<file path="src/rtl/osc_event_generator.sv">
// rtl/osc_event_generator.sv - menu navigation events from debounced buttons and PS/2 scan codes
module osc_event_generator #(
  parameter int DEBOUNCE_CYCLES    = 500000,
  parameter int PS2_TIMEOUT_CYCLES = 50000
) (
  input  logic       clk,
  input  logic       rst,
  input  logic [3:0] btns,
  input  logic       kd,
  input  logic       kc,
  output logic       ev_up_pe,
  output logic       ev_down_pe,
  output logic       ev_ok_pe,
  output logic       ev_left_pe,
  output logic       ev_right_pe,
  output logic       kb_err
);

  localparam int DB_W = $clog2(DEBOUNCE_CYCLES + 1);
  localparam int TO_W = $clog2(PS2_TIMEOUT_CYCLES + 1);
  localparam logic [DB_W-1:0] DB_LAST = DB_W'(DEBOUNCE_CYCLES - 1);
  localparam logic [TO_W-1:0] TO_LAST = TO_W'(PS2_TIMEOUT_CYCLES - 1);

  localparam logic [1:0] S_IDLE   = 2'd0;
  localparam logic [1:0] S_DATA   = 2'd1;
  localparam logic [1:0] S_PARITY = 2'd2;
  localparam logic [1:0] S_STOP   = 2'd3;

  localparam logic [7:0] SC_EXT   = 8'hE0;
  localparam logic [7:0] SC_BRK   = 8'hF0;
  localparam logic [7:0] SC_UP    = 8'h75;
  localparam logic [7:0] SC_DOWN  = 8'h72;
  localparam logic [7:0] SC_LEFT  = 8'h6B;
  localparam logic [7:0] SC_RIGHT = 8'h74;
  localparam logic [7:0] SC_OK    = 8'h5A;

  // Button path: synchronize, debounce, detect debounced rising edge
  logic [3:0]      r_btn_s1;
  logic [3:0]      r_btn_s2;
  logic [3:0]      r_btn_db;
  logic [3:0]      r_btn_db_d;
  logic [DB_W-1:0] r_db_cnt [4];
  logic [3:0]      w_btn_rise;

  always_ff @(posedge clk) begin
    if (rst) begin
      r_btn_s1   <= '0;
      r_btn_s2   <= '0;
      r_btn_db   <= '0;
      r_btn_db_d <= '0;
      for (int i = 0; i < 4; i++) r_db_cnt[i] <= '0;
    end else begin
      r_btn_s1   <= btns;
      r_btn_s2   <= r_btn_s1;
      r_btn_db_d <= r_btn_db;
      for (int i = 0; i < 4; i++) begin
        if (r_btn_s2[i] == r_btn_db[i]) begin
          r_db_cnt[i] <= '0;
        end else if (r_db_cnt[i] == DB_LAST) begin
          r_btn_db[i] <= ~r_btn_db[i];
          r_db_cnt[i] <= '0;
        end else begin
          r_db_cnt[i] <= r_db_cnt[i] + DB_W'(1);
        end
      end
    end
  end

  assign w_btn_rise = r_btn_db & ~r_btn_db_d;

  // PS/2 line synchronizers and kc falling-edge detect
  logic r_kc_s1;
  logic r_kc_s2;
  logic r_kc_prev;
  logic r_kd_s1;
  logic r_kd_s2;
  logic w_kc_fall;

  always_ff @(posedge clk) begin
    if (rst) begin
      r_kc_s1   <= 1'b0;
      r_kc_s2   <= 1'b0;
      r_kc_prev <= 1'b0;
      r_kd_s1   <= 1'b0;
      r_kd_s2   <= 1'b0;
    end else begin
      r_kc_s1   <= kc;
      r_kc_s2   <= r_kc_s1;
      r_kc_prev <= r_kc_s2;
      r_kd_s1   <= kd;
      r_kd_s2   <= r_kd_s1;
    end
  end

  assign w_kc_fall = r_kc_prev & ~r_kc_s2;

  // Frame receiver; the timeout abandons a stalled frame without flagging an error
  logic [1:0]      r_state;
  logic [2:0]      r_bit_cnt;
  logic [7:0]      r_shift;
  logic            r_parity;
  logic [7:0]      r_byte;
  logic            r_byte_rdy;
  logic            r_kb_err;
  logic [TO_W-1:0] r_to_cnt;
  logic            w_timeout;

  assign w_timeout = (r_state != S_IDLE) && !w_kc_fall && (r_to_cnt == TO_LAST);

  always_ff @(posedge clk) begin
    if (rst) begin
      r_state    <= S_IDLE;
      r_bit_cnt  <= '0;
      r_shift    <= '0;
      r_parity   <= 1'b0;
      r_byte     <= '0;
      r_byte_rdy <= 1'b0;
      r_kb_err   <= 1'b0;
      r_to_cnt   <= '0;
    end else begin
      r_byte_rdy <= 1'b0;
      r_kb_err   <= 1'b0;
      if (r_state == S_IDLE || w_kc_fall) r_to_cnt <= '0;
      else                                r_to_cnt <= r_to_cnt + TO_W'(1);

      if (w_timeout) begin
        r_state <= S_IDLE;
      end else if (w_kc_fall) begin
        case (r_state)
          S_IDLE: begin
            if (!r_kd_s2) begin
              r_state   <= S_DATA;
              r_bit_cnt <= '0;
            end
          end
          S_DATA: begin
            r_shift   <= {r_kd_s2, r_shift[7:1]};
            r_bit_cnt <= r_bit_cnt + 3'd1;
            if (r_bit_cnt == 3'd7) r_state <= S_PARITY;
          end
          S_PARITY: begin
            r_parity <= r_kd_s2;
            r_state  <= S_STOP;
          end
          default: begin
            if (r_kd_s2 && (^{r_shift, r_parity})) begin
              r_byte     <= r_shift;
              r_byte_rdy <= 1'b1;
            end else begin
              r_kb_err <= 1'b1;
            end
            r_state <= S_IDLE;
          end
        endcase
      end
    end
  end

  // Scan-code decoder: E0/F0 prefixes qualify the next non-prefix byte
  logic r_ext;
  logic r_brk;
  logic w_prefix;
  logic w_make;
  logic w_kb_up;
  logic w_kb_down;
  logic w_kb_ok;
  logic w_kb_left;
  logic w_kb_right;

  assign w_prefix = (r_byte == SC_EXT) || (r_byte == SC_BRK);
  assign w_make   = r_byte_rdy && !w_prefix && !r_brk;

  always_comb begin
    w_kb_up    = 1'b0;
    w_kb_down  = 1'b0;
    w_kb_ok    = 1'b0;
    w_kb_left  = 1'b0;
    w_kb_right = 1'b0;
    if (w_make) begin
      w_kb_up    = r_ext && (r_byte == SC_UP);
      w_kb_down  = r_ext && (r_byte == SC_DOWN);
      w_kb_left  = r_ext && (r_byte == SC_LEFT);
      w_kb_right = r_ext && (r_byte == SC_RIGHT);
      w_kb_ok    = (r_byte == SC_OK);
    end
  end

  always_ff @(posedge clk) begin
    if (rst) begin
      r_ext <= 1'b0;
      r_brk <= 1'b0;
    end else if (r_byte_rdy) begin
      if (r_byte == SC_EXT) begin
        r_ext <= 1'b1;
      end else if (r_byte == SC_BRK) begin
        r_brk <= 1'b1;
      end else begin
        r_ext <= 1'b0;
        r_brk <= 1'b0;
      end
    end
  end

  // Merged, registered event outputs
  logic r_ev_up;
  logic r_ev_down;
  logic r_ev_ok;
  logic r_ev_left;
  logic r_ev_right;

  always_ff @(posedge clk) begin
    if (rst) begin
      r_ev_up    <= 1'b0;
      r_ev_down  <= 1'b0;
      r_ev_ok    <= 1'b0;
      r_ev_left  <= 1'b0;
      r_ev_right <= 1'b0;
    end else begin
      r_ev_up    <= w_btn_rise[0] | w_kb_up;
      r_ev_down  <= w_btn_rise[1] | w_kb_down;
      r_ev_ok    <= w_btn_rise[2] | w_kb_ok;
      r_ev_left  <= w_kb_left;
      r_ev_right <= w_btn_rise[3] | w_kb_right;
    end
  end

  assign ev_up_pe    = r_ev_up;
  assign ev_down_pe  = r_ev_down;
  assign ev_ok_pe    = r_ev_ok;
  assign ev_left_pe  = r_ev_left;
  assign ev_right_pe = r_ev_right;
  assign kb_err      = r_kb_err;

endmodule

</file>
<file path="config.mk">
export PLATFORM = sky130hd
export DESIGN_NAME = osc_event_generator
export DESIGN_NICKNAME = d
export VERILOG_FILES = /design/src/rtl/osc_event_generator.sv
export SDC_FILE = /design/constraint.sdc
export NUM_CORES = 1
export LEC_CHECK = 0
export ABC_CLOCK_PERIOD_IN_PS = 4900
export CAP_MARGIN = 20
export CELL_PAD_IN_SITES_DETAIL_PLACEMENT = 1
export CELL_PAD_IN_SITES_GLOBAL_PLACEMENT = 1
export CORE_UTILIZATION = 37
export DETAILED_ROUTE_END_ITERATION = 8
export GPL_TIMING_DRIVEN = 0
export MAX_ROUTING_LAYER = met4
export PLACE_DENSITY_LB_ADDON = 0.1
export SYNTH_ARGS = -nofsm -noshare
export SYNTH_HDL_FRONTEND = slang
export SYNTH_SLANG_ARGS = --single-unit
</file>
<file path="constraint.sdc">
create_clock -name clk -period 4.9 [get_ports clk]
set_input_delay 0.98 -clock clk [delete_from_list [all_inputs] [get_ports clk]]
set_output_delay 0.98 -clock clk [all_outputs]
set_load 0.03 [all_outputs]
</file>
==> results of run 1 <==
[power breakdown]
| group | leakage (uW) | internal, uW | switching [uW] |
|---|---|---|---|
| registers | 0.00133 | 1300 | 32.9 |
| logic | 0.00126 | 35.5 | 51.6 |
| clock network | 0.000311 | 849 | 487 |
[state kept, by name, indices dropped and copies added, names as in the netlist, 2 cells and up]
| signal | cells |
|---|---|
| r_bit_cnt | 3 |
| r_byte | 8 |
| r_btn_db | 4 |
| r_shift | 8 |
| r_to_cnt | 16 |
| r_btn_db_d | 4 |
| r_btn_s1 | 4 |
| r_db_cnt | 76 |
| r_btn_s2 | 4 |
| r_state | 2 |
[routing by layer]
layer,up-vias,GRT usage
met5,-,-
met4,0,0.0661
met3,25,0.0348
met2,45,0.270
met1,2484,0.204
li1,2610,-
[metrics by stage]
step                      cells  setup slack (ns)   util  cell area (sq um)  power, uW
after global routing       1028              1.93  0.456               8300       2870
after detailed placement    996              1.60  0.422               7680       1450
final                      1028              2.11  0.456               8300       2760
after global placement      996              1.61  0.422               7680       1440
after CTS                  1028              2.07  0.456               8300       2800
after floorplan             754              2.80      -               7260       1410
[logic make-up after synthesis]
logic type	share of synthesized area
and+or+nand+nor	0.246
DFF	0.522
AOI/OAI and AO/OA	0.0713
xor gates and xnor gates	0.0867
buffers and inverters	0.0265
muxes	0.0276
adders and majority gates	0.0197
other	0.000537
[area by class of cell]
| class | instances | area share |
|---|---|---|
| clock buffers | 24 | 0.0632 |
| repair buffers | 13 | 0.0157 |
| inverters | 25 | 0.0113 |
| multi-input cells | 566 | 0.414 |
| plain buffers | 19 | 0.0110 |
| clock inverters | 8 | 0.0113 |
| flip-flops and latches | 144 | 0.439 |
| well taps | 229 | 0.0345 |
[cell usage in the layout (no fill, tap or decap), types with 17 or more instances in the layout]
cell type / instances
or3_1: 19
nor2_1: 79
edfxtp_1: 76
inv_1: 25
xor2_1: 37
dfxtp_1: 68
nand3_1: 35
nand2b_1: 22
mux2i_1: 17
nand4_1: 26
a21oi_1: 35
nand2_1: 37
xnor2_1: 27
clkbuf_16: 19
nor2b_1: 18
conb_1: 76
o21ai_0: 18
[worst max-delay path, cell delays in order]
cell and delay [ns]:
clkdlybuf4s50_1 0.61, buf_1 0.47, nor2_1 0.11, o21ai_1 0.37
buf_2 0.33, nor2_1 0.08
[path summary, 6_finish.rpt]
check | endpoint | slack [ns] | depth (start not counted)
hold / removal | ev_ok_pe$_SDFF_PP0_ | 0.42 | 1
setup / recovery | r_db_cnt[1][8]$_SDFFCE_PN0P_ | 2.11 | 6
setup reg to reg | r_db_cnt[2][6]$_SDFFCE_PN0P_ | 2.49 | 7
hold reg to reg | ev_ok_pe$_SDFF_PP0_ | 0.42 | 1
==> results.txt, run 1 <==
status - finished clean
endpoints failing setup - 0
worst hold path type - register to register
RSZ-0062 raised after global routing - false
Yosys top cell area share - 0.327
final WL - 14600 um
total negative slack - 0 ns
WS Path Type - input pin to register
DR vias - 5164
CP Capture Type - register
hpwl dp - 10600 um
Die Height - 139 um
core area - 18200 sq um
start point of the critical path - rst
CTS Sinks - 144
first-pass GRT wire length - 25100 um
top cells by area, synth - edfxtp_1, dfxtp_1, xor2_1
Area growth syn-to-layout - 18.9%
Final Wtd Congestion - 0.793
DRT met1 WL - 6960 um
Detailed Routing Iterations Pass 1 - 4
Post-synth top cells - nor2_1, edfxtp_1, dfxtp_1, nand2_1, xor2_1
EDFF count, synth - 76
CTS H-tree depth - 4
Filler cells - 2062
Req. time, crit path - 5.07 ns
vias in the first global route - 5243
total power density per cell area - 332 nW/um^2
drc violations - 0
Worst Tran Pin Value - 0.640 ns
hold-fix buffer count after cts - 0
Total Routing Usage GR - 0.167
DR WL/cell - 14.2 um
global route overflow - 0
top layer in use - met4
Starting DRT DRC Count - 140
Die X - 139 um
Inserted Clock Buffers - 17
hold_ws - 0.417 ns
Hold Startpoint - r_btn_db_d[2]$_SDFF_PP0_
Pins Over Slew Limit - 0
syn avg cell area - 10.3 sq um
Reg clk slew, reported paths - 0.06 ns
# diodes - 0
Synth area leader - edfxtp_1
critical path arrival - 2.96 ns
CTS tree - built
multi-input logic area - 3430 sq um
CP Max Fanout - 10
Final Skew - 0.00611 ns
largest net degree at the start of global routing - 17
Detail Route Antenna Nets - 0
Sequential Area - 3640 sq um
count leader, synth - nor2_1
Via density - 5.02
Synth Instances - 679
Max VDD drop - 0.230 mV
Row Count - 49
clock tree buffer depth - 2
Die ar. - 19400 sq um
Top FF cell, synth - edfxtp_1
Seq/Total Area, Yosys - 0.522
Ports - 14
Port Buf Inserts - 13
Slew headroom - 0.570
post-cts resize count - 0
Final min period - 2.79 ns
FF-to-FF Start - r_db_cnt[2][0]$_SDFFCE_PN0P_
max-cap violation count - 0
initial antenna violation count - 0
synthesized cell area - 6980 sq um
met2 WL - 7100 um
Yosys warnings - 0
Worst-Skew Late Latency - 0.42 ns
synthesized flop and latch total - 144
NumNets Final - 805
Synth async-reset ratio - 0
Setup Buffers After CTS - 0
Starting Density - 0.383
Leak - 0.00290 uW
Fin. Hold Viols - 0
Tcrit/Tclk final - 0.569
synth unique cells - 51
Max Freq - 0.358 GHz
CTS root buf - clkbuf_16
CP Launch Type - input pin
routed wl met3 - 309 um
layout cell share with drive strength beyond 1 - 0.0588
Power figures use the tool's default switching activity.
==> inputs of run 2 (changes only) <==
Settings changed: ABC_CLOCK_PERIOD_IN_PS 4900 to 2610.
Clock period 4.9 ns to 2.61 ns, I/O delays scaled along.
==> results.txt, run 2 (synthesis gave the netlist of run 1 again) <==
status - finished clean
RSZ-0062 raised after global routing - false
CTS root buf - clkbuf_16
CP Capture Type - register
vias in the first global route - 5243 (unchanged)
critical path arrival - 2.50 ns (-0.46 ns)
post-route cell area - 8300 sq um (about the same)
Final Skew - 0.00611 ns (unchanged)
NetSw - 1070 uW (+88%)
Slew headroom - 0.570 (unchanged)
Final min period - 2.33 ns
internal power - 4110 uW (+88%)
Tcrit/Tclk final - 0.893
Finished Layout Cells - 1028 (unchanged)
Reg2Reg Setup Slack - 0.32 ns (-2.17 ns)
Via density - 5.02 (unchanged)
CP Launch Type - input pin
first-pass GRT wire length - 25100 um (unchanged)
start point of the critical path - rst
Worst-Skew Late Latency - 0.42 ns (about the same)
Clk pwr share - 0.484 (about the same)
Power Total - 5180 uW (+88%)
final WL - 14600 um (about the same)
worst hold path type - register to register
max reg flops - 76 (unchanged)
sequential power share - 0.484 (about the same)
Logic pwr share - 0.032 (about the same)
Port Buf Inserts - 13 (unchanged)
Req. time, crit path - 2.78 ns (-2.29 ns)
FF-to-FF Start - r_db_cnt[1][0]$_SDFFCE_PN0P_
largest net degree at the start of global routing - 17 (unchanged)
Starting DRT DRC Count - 140 (unchanged)
WS Path Type - input pin to register
Starting Density - 0.383 (unchanged)
Reg2Reg Depth - 6 (-1)
max-cap violation count - 0 (unchanged)
DR WL/cell - 14.2 um (about the same)
Util after Layout - 0.456 (about the same)
Max Freq - 0.429 GHz
Total Routing Usage GR - 0.167 (unchanged)
switch share - 0.207 (about the same)
Die Height - 139 um (unchanged)
Leak - 0.00291 uW (about the same)
CP Max Fanout - 10 (unchanged)
CTS H-tree depth - 4 (unchanged)
Area growth syn-to-layout - 18.9% (about the same)
CTS tree - built
core area - 18200 sq um (unchanged)
Hold Path Stages - 1 (unchanged)
hpwl dp - 10600 um (unchanged)
total negative slack - 0 ns (unchanged)
Biggest register - r_db_cnt
Detail Route Antenna Nets - 0 (unchanged)
Hold Startpoint - r_btn_db_d[2]$_SDFF_PP0_
Max VDD drop - 0.431 mV (+88%)
# diodes - 0 (unchanged)
initial antenna violation count - 0 (unchanged)
Setup Buffers After CTS - 0 (unchanged)
total power density per cell area - 624 nW/um^2 (+88%)
DP Area - 7680 sq um (unchanged)
DR vias - 5164 (unchanged)
Ports - 14 (unchanged)
endpoints failing setup - 0 (unchanged)
Die ar. - 19400 sq um (unchanged)
Final Wtd Congestion - 0.793 (unchanged)
clock tree buffer depth - 2 (unchanged)
Die X - 139 um (unchanged)
commonest non-fill, non-tap cell in the layout - nor2_1
Detailed Routing Iterations Pass 1 - 4 (unchanged)
Cells after DPL - 996 (unchanged)
largest registers - r_db_cnt: 76 flops, r_to_cnt: 16 flops
Inserted Clock Buffers - 17 (unchanged)
layout cell share with drive strength beyond 1 - 0.0601 (+0.00125)
NumNets Final - 805 (unchanged)
drc violations - 0 (unchanged)
Worst Tran Pin Value - 0.640 ns (unchanged)
Row Count - 49 (unchanged)
Pins Over Slew Limit - 0 (unchanged)
Fin. Hold Viols - 0 (unchanged)
Reg clk slew, reported paths - 0.06 ns (about the same)
global route overflow - 0 (unchanged)
CTS Sinks - 144 (unchanged)
most frequent cells in the layout - nor2_1, edfxtp_1, conb_1, dfxtp_1
[run 2: repair_timing]
action	4_1_cts	5_1_grt
hold buffers	0	0
gates resized for setup	0	2
endpoints found under the setup margin	0	9
[run 2: area by class of cell]
| class | instances | area [sq um] |
|---|---|---|
| plain buffers | 19 | 92.6 |
| clock buffers | 24 | 524 |
| clock inverters | 8 | 93.8 |
| fillers | 2061 | 9910 |
| inverters | 25 | 93.8 |
| multi-input cells | 566 | 3430 |
| flip-flops and latches | 144 | 3640 |
| well taps | 229 | 287 |
| repair buffers | 13 | 130 |
[run 2: final timing paths]
kind / endpoint
min: ev_ok_pe$_SDFF_PP0_
max reg2reg: r_db_cnt[1][8]$_SDFFCE_PN0P_
max: r_db_cnt[1][8]$_SDFFCE_PN0P_
min reg2reg: ev_ok_pe$_SDFF_PP0_
[run 2: through the flow]
step | setup WS, ns | hold WS (ns)
finish | 0.278 | 0.417
detailed placement | -0.227 | 0.414
floorplan | 0.598 | 0.391
global route | 0.0978 | 0.429
global placement | -0.224 | 0.413
CTS | 0.157 | 0.422
[run 2: power groups by stage]
stage	clock, uW	combinational (uW)	sequential, uW
final	2510	164	2510
after global routing	2690	188	2520
after CTS	2590	164	2510
after detailed placement	0	162	2550
after global placement	0	158	2550
after floorplan	0	121	2530
[run 2: metal layers]
layer / share of wire / wire (um) / global-route usage
met1: 0.48 / 6960 / 0.204
met5: 0 / 0 / -
met2: 0.49 / 7100 / 0.270
met4: 0.017 / 248 / 0.0661
met3: 0.021 / 309 / 0.0348
[run 2: critical path: stages]
cell,delay [ns]
clkdlybuf4s50_1,0.61
buf_1,0.47
nor2_1,0.11
o21ai_1,0.37
buf_2,0.33
nor2_1,0.08
==> inputs of run 3 (changes only) <==
Settings changed: PLACE_DENSITY_LB_ADDON 0.1 to 0.08.
==> results.txt, run 3 (synthesis gave the netlist of run 1 again) <==
multi-input logic area - 3430 sq um (unchanged)
Tcrit/Tclk final - 0.892 (-0.00171)
max reg flops - 76 (unchanged)
WS Path Type - input pin to register
hpwl dp - 11300 um (+6.3%)
Biggest register - r_db_cnt
CTS H-tree depth - 4 (unchanged)
Fin. Hold Viols - 0 (unchanged)
max-cap violation count - 0 (unchanged)
endpoints failing setup - 0 (unchanged)
# diodes - 0 (unchanged)
final WL - 15400 um (+5.4%)
Slew headroom - 0.540 (-0.0304)
hold-fix buffer count after cts - 0 (unchanged)
Final Wtd Congestion - 0.739 (-6.8%)
Max VDD drop - 0.445 mV (+3.1%)
global route overflow - 0 (unchanged)
CP Max Fanout - 10 (unchanged)
CTS Sinks - 144 (unchanged)
max incr delay on CP - 0.65 ns (+0.04 ns)
hold_ws - 0.438 ns (+0.0213 ns)
Via density - 5.09 (+1.3%)
Total Routing Usage GR - 0.180 (+0.0129)
Inserted Clock Buffers - 17 (unchanged)
CP Capture Type - register
RSZ-0062 raised after global routing - false
CTS tree - built
Req. time, crit path - 2.79 ns (about the same)
Starting Density - 0.383 (unchanged)
CTS root buf - clkbuf_16
commonest non-fill, non-tap cell in the layout - nor2_1
clock tree buffer depth - 2 (unchanged)
Worst Tran Pin Value - 0.684 ns (+0.0437 ns)
vias in the first global route - 5567 (+6.2%)
first-pass GRT wire length - 27000 um (+7.7%)
Reg clk slew, reported paths - 0.06 ns (about the same)
Pins Over Slew Limit - 0 (unchanged)
status - finished clean
layout cell share with drive strength beyond 1 - 0.0613 (+0.00125)
Worst-Skew Late Latency - 0.43 ns (about the same)
Detail Route Antenna Nets - 0 (unchanged)
initial antenna violation count - 0 (unchanged)
CP Launch Type - input pin
largest registers - r_db_cnt: 76 flops, r_to_cnt: 16 flops
Port Buf Inserts - 13 (unchanged)
core area - 18200 sq um (unchanged)
Sequential Area - 3640 sq um (unchanged)
most frequent CP cell - nor2_1
total negative slack - 0 ns (unchanged)
critical-path cell list - clkdlybuf4s50_1 -> buf_1 -> nor2_1 -> o21ai_1 -> buf_2 -> nor2_1
Detailed Routing Iterations Pass 1 - 4 (unchanged)
buffer and inverter count on the worst path - 3 (unchanged)
Die X - 139 um (unchanged)
Worst path top cell family by delay - buffers and inverters
Starting DRT DRC Count - 142 (+1.4%)
Row Count - 49 (unchanged)
Crit-path slowest cell - clkdlybuf4s50_1
drc violations - 0 (unchanged)
Die Height - 139 um (unchanged)
Filler cells - 2079 (+0.87%)
DR WL/cell - 15.0 um (+5.4%)
DR vias - 5229 (+1.3%)
critical path arrival - 2.50 ns (about the same)
Max Freq - 0.430 GHz (+0.19%)
largest net degree at the start of global routing - 17 (unchanged)
NumNets Final - 805 (unchanged)
total power density per cell area - 631 nW/um^2 (+1.2%)
worst hold path type - register to register
most frequent cells in the layout - nor2_1, edfxtp_1, conb_1, dfxtp_1
Leak - 0.00290 uW (-0.27%)
Ports - 14 (unchanged)
Die ar. - 19400 sq um (unchanged)
Area growth syn-to-layout - 18.9% (about the same)
Final min period - 2.33 ns (-0.00447 ns)
Final Skew - 0.00826 ns (+0.00215 ns)
==> run 3: cell count changes in the layout (fill, tap and decap cells not counted), sizes merged <==
cell	delta
clkbuf	-6
clkinv	+6
inv	-3
bufinv	+2
clkinvlp	+1
==> run 3: layout make-up <==
type	count	area share
multi-input combinational	566	0.414
buffer	19	0.0112
clock inverter	14	0.0231
sequential	144	0.439
inverter	25	0.0113
tap	229	0.0345
clock buffer	18	0.0517
timing repair buffer	13	0.0157
==> run 3: path summary, 6_finish.rpt <==
check                                                   from                            end  slack (ns)  cells after the start
worst min register to register        r_btn_s1[1]$_SDFF_PP0_         r_btn_s2[1]$_SDFF_PP0_        0.44                      1
worst max-delay path                                     rst  r_db_cnt[1][12]$_SDFFCE_PN0P_        0.28                      6
worst max register to register  r_db_cnt[1][0]$_SDFFCE_PN0P_  r_db_cnt[1][12]$_SDFFCE_PN0P_        0.31                      6
worst min-delay path                  r_btn_s1[1]$_SDFF_PP0_         r_btn_s2[1]$_SDFF_PP0_        0.44                      1
==> run 3: per-stage QoR <==
step | worst slack [ns] | instances | util | power [uW] | area [sq um]
2_1_floorplan | 0.598 | 754 | - | 2660 | 7260
6_report | 0.283 | 1028 | 0.456 | 5240 | 8300
4_1_cts | 0.139 | 1028 | 0.456 | 5310 | 8300
3_3_place_gp | -0.147 | 996 | 0.422 | 2710 | 7680
5_1_grt | 0.146 | 1028 | 0.456 | 5440 | 8300
3_5_place_dp | -0.189 | 996 | 0.422 | 2720 | 7680
==> run 3: metal layers <==
metal	vias up	global-route usage	wire (um)
met5	-	-	0
met4	0	0.0702	232
met3	21	0.0389	391
met2	44	0.294	7560
met1	2560	0.216	7220
li1	2604	-	-
==> run 3: power breakdown <==
group	switching, uW	internal, uW	leakage, uW	total [uW]
clock	971	1600	0.000304	2570
combinational	98.2	66.8	0.00126	165
sequential	63.0	2440	0.00133	2510
==> run 3: timing repair <==
item                                    4_1_cts  5_1_grt
gates resized for setup                       0        2
endpoints found under the setup margin        0        8
buffers inserted                              0        0
==> run 3: worst register-to-register path, stage by stage, from the launching register on <==
cell and delay [ns]:
edfxtp_1 0.39, ha_1 0.23, and4_1 0.32, nand3_1 0.14, o21ai_1 0.55, buf_2 0.34
nor2_1 0.08
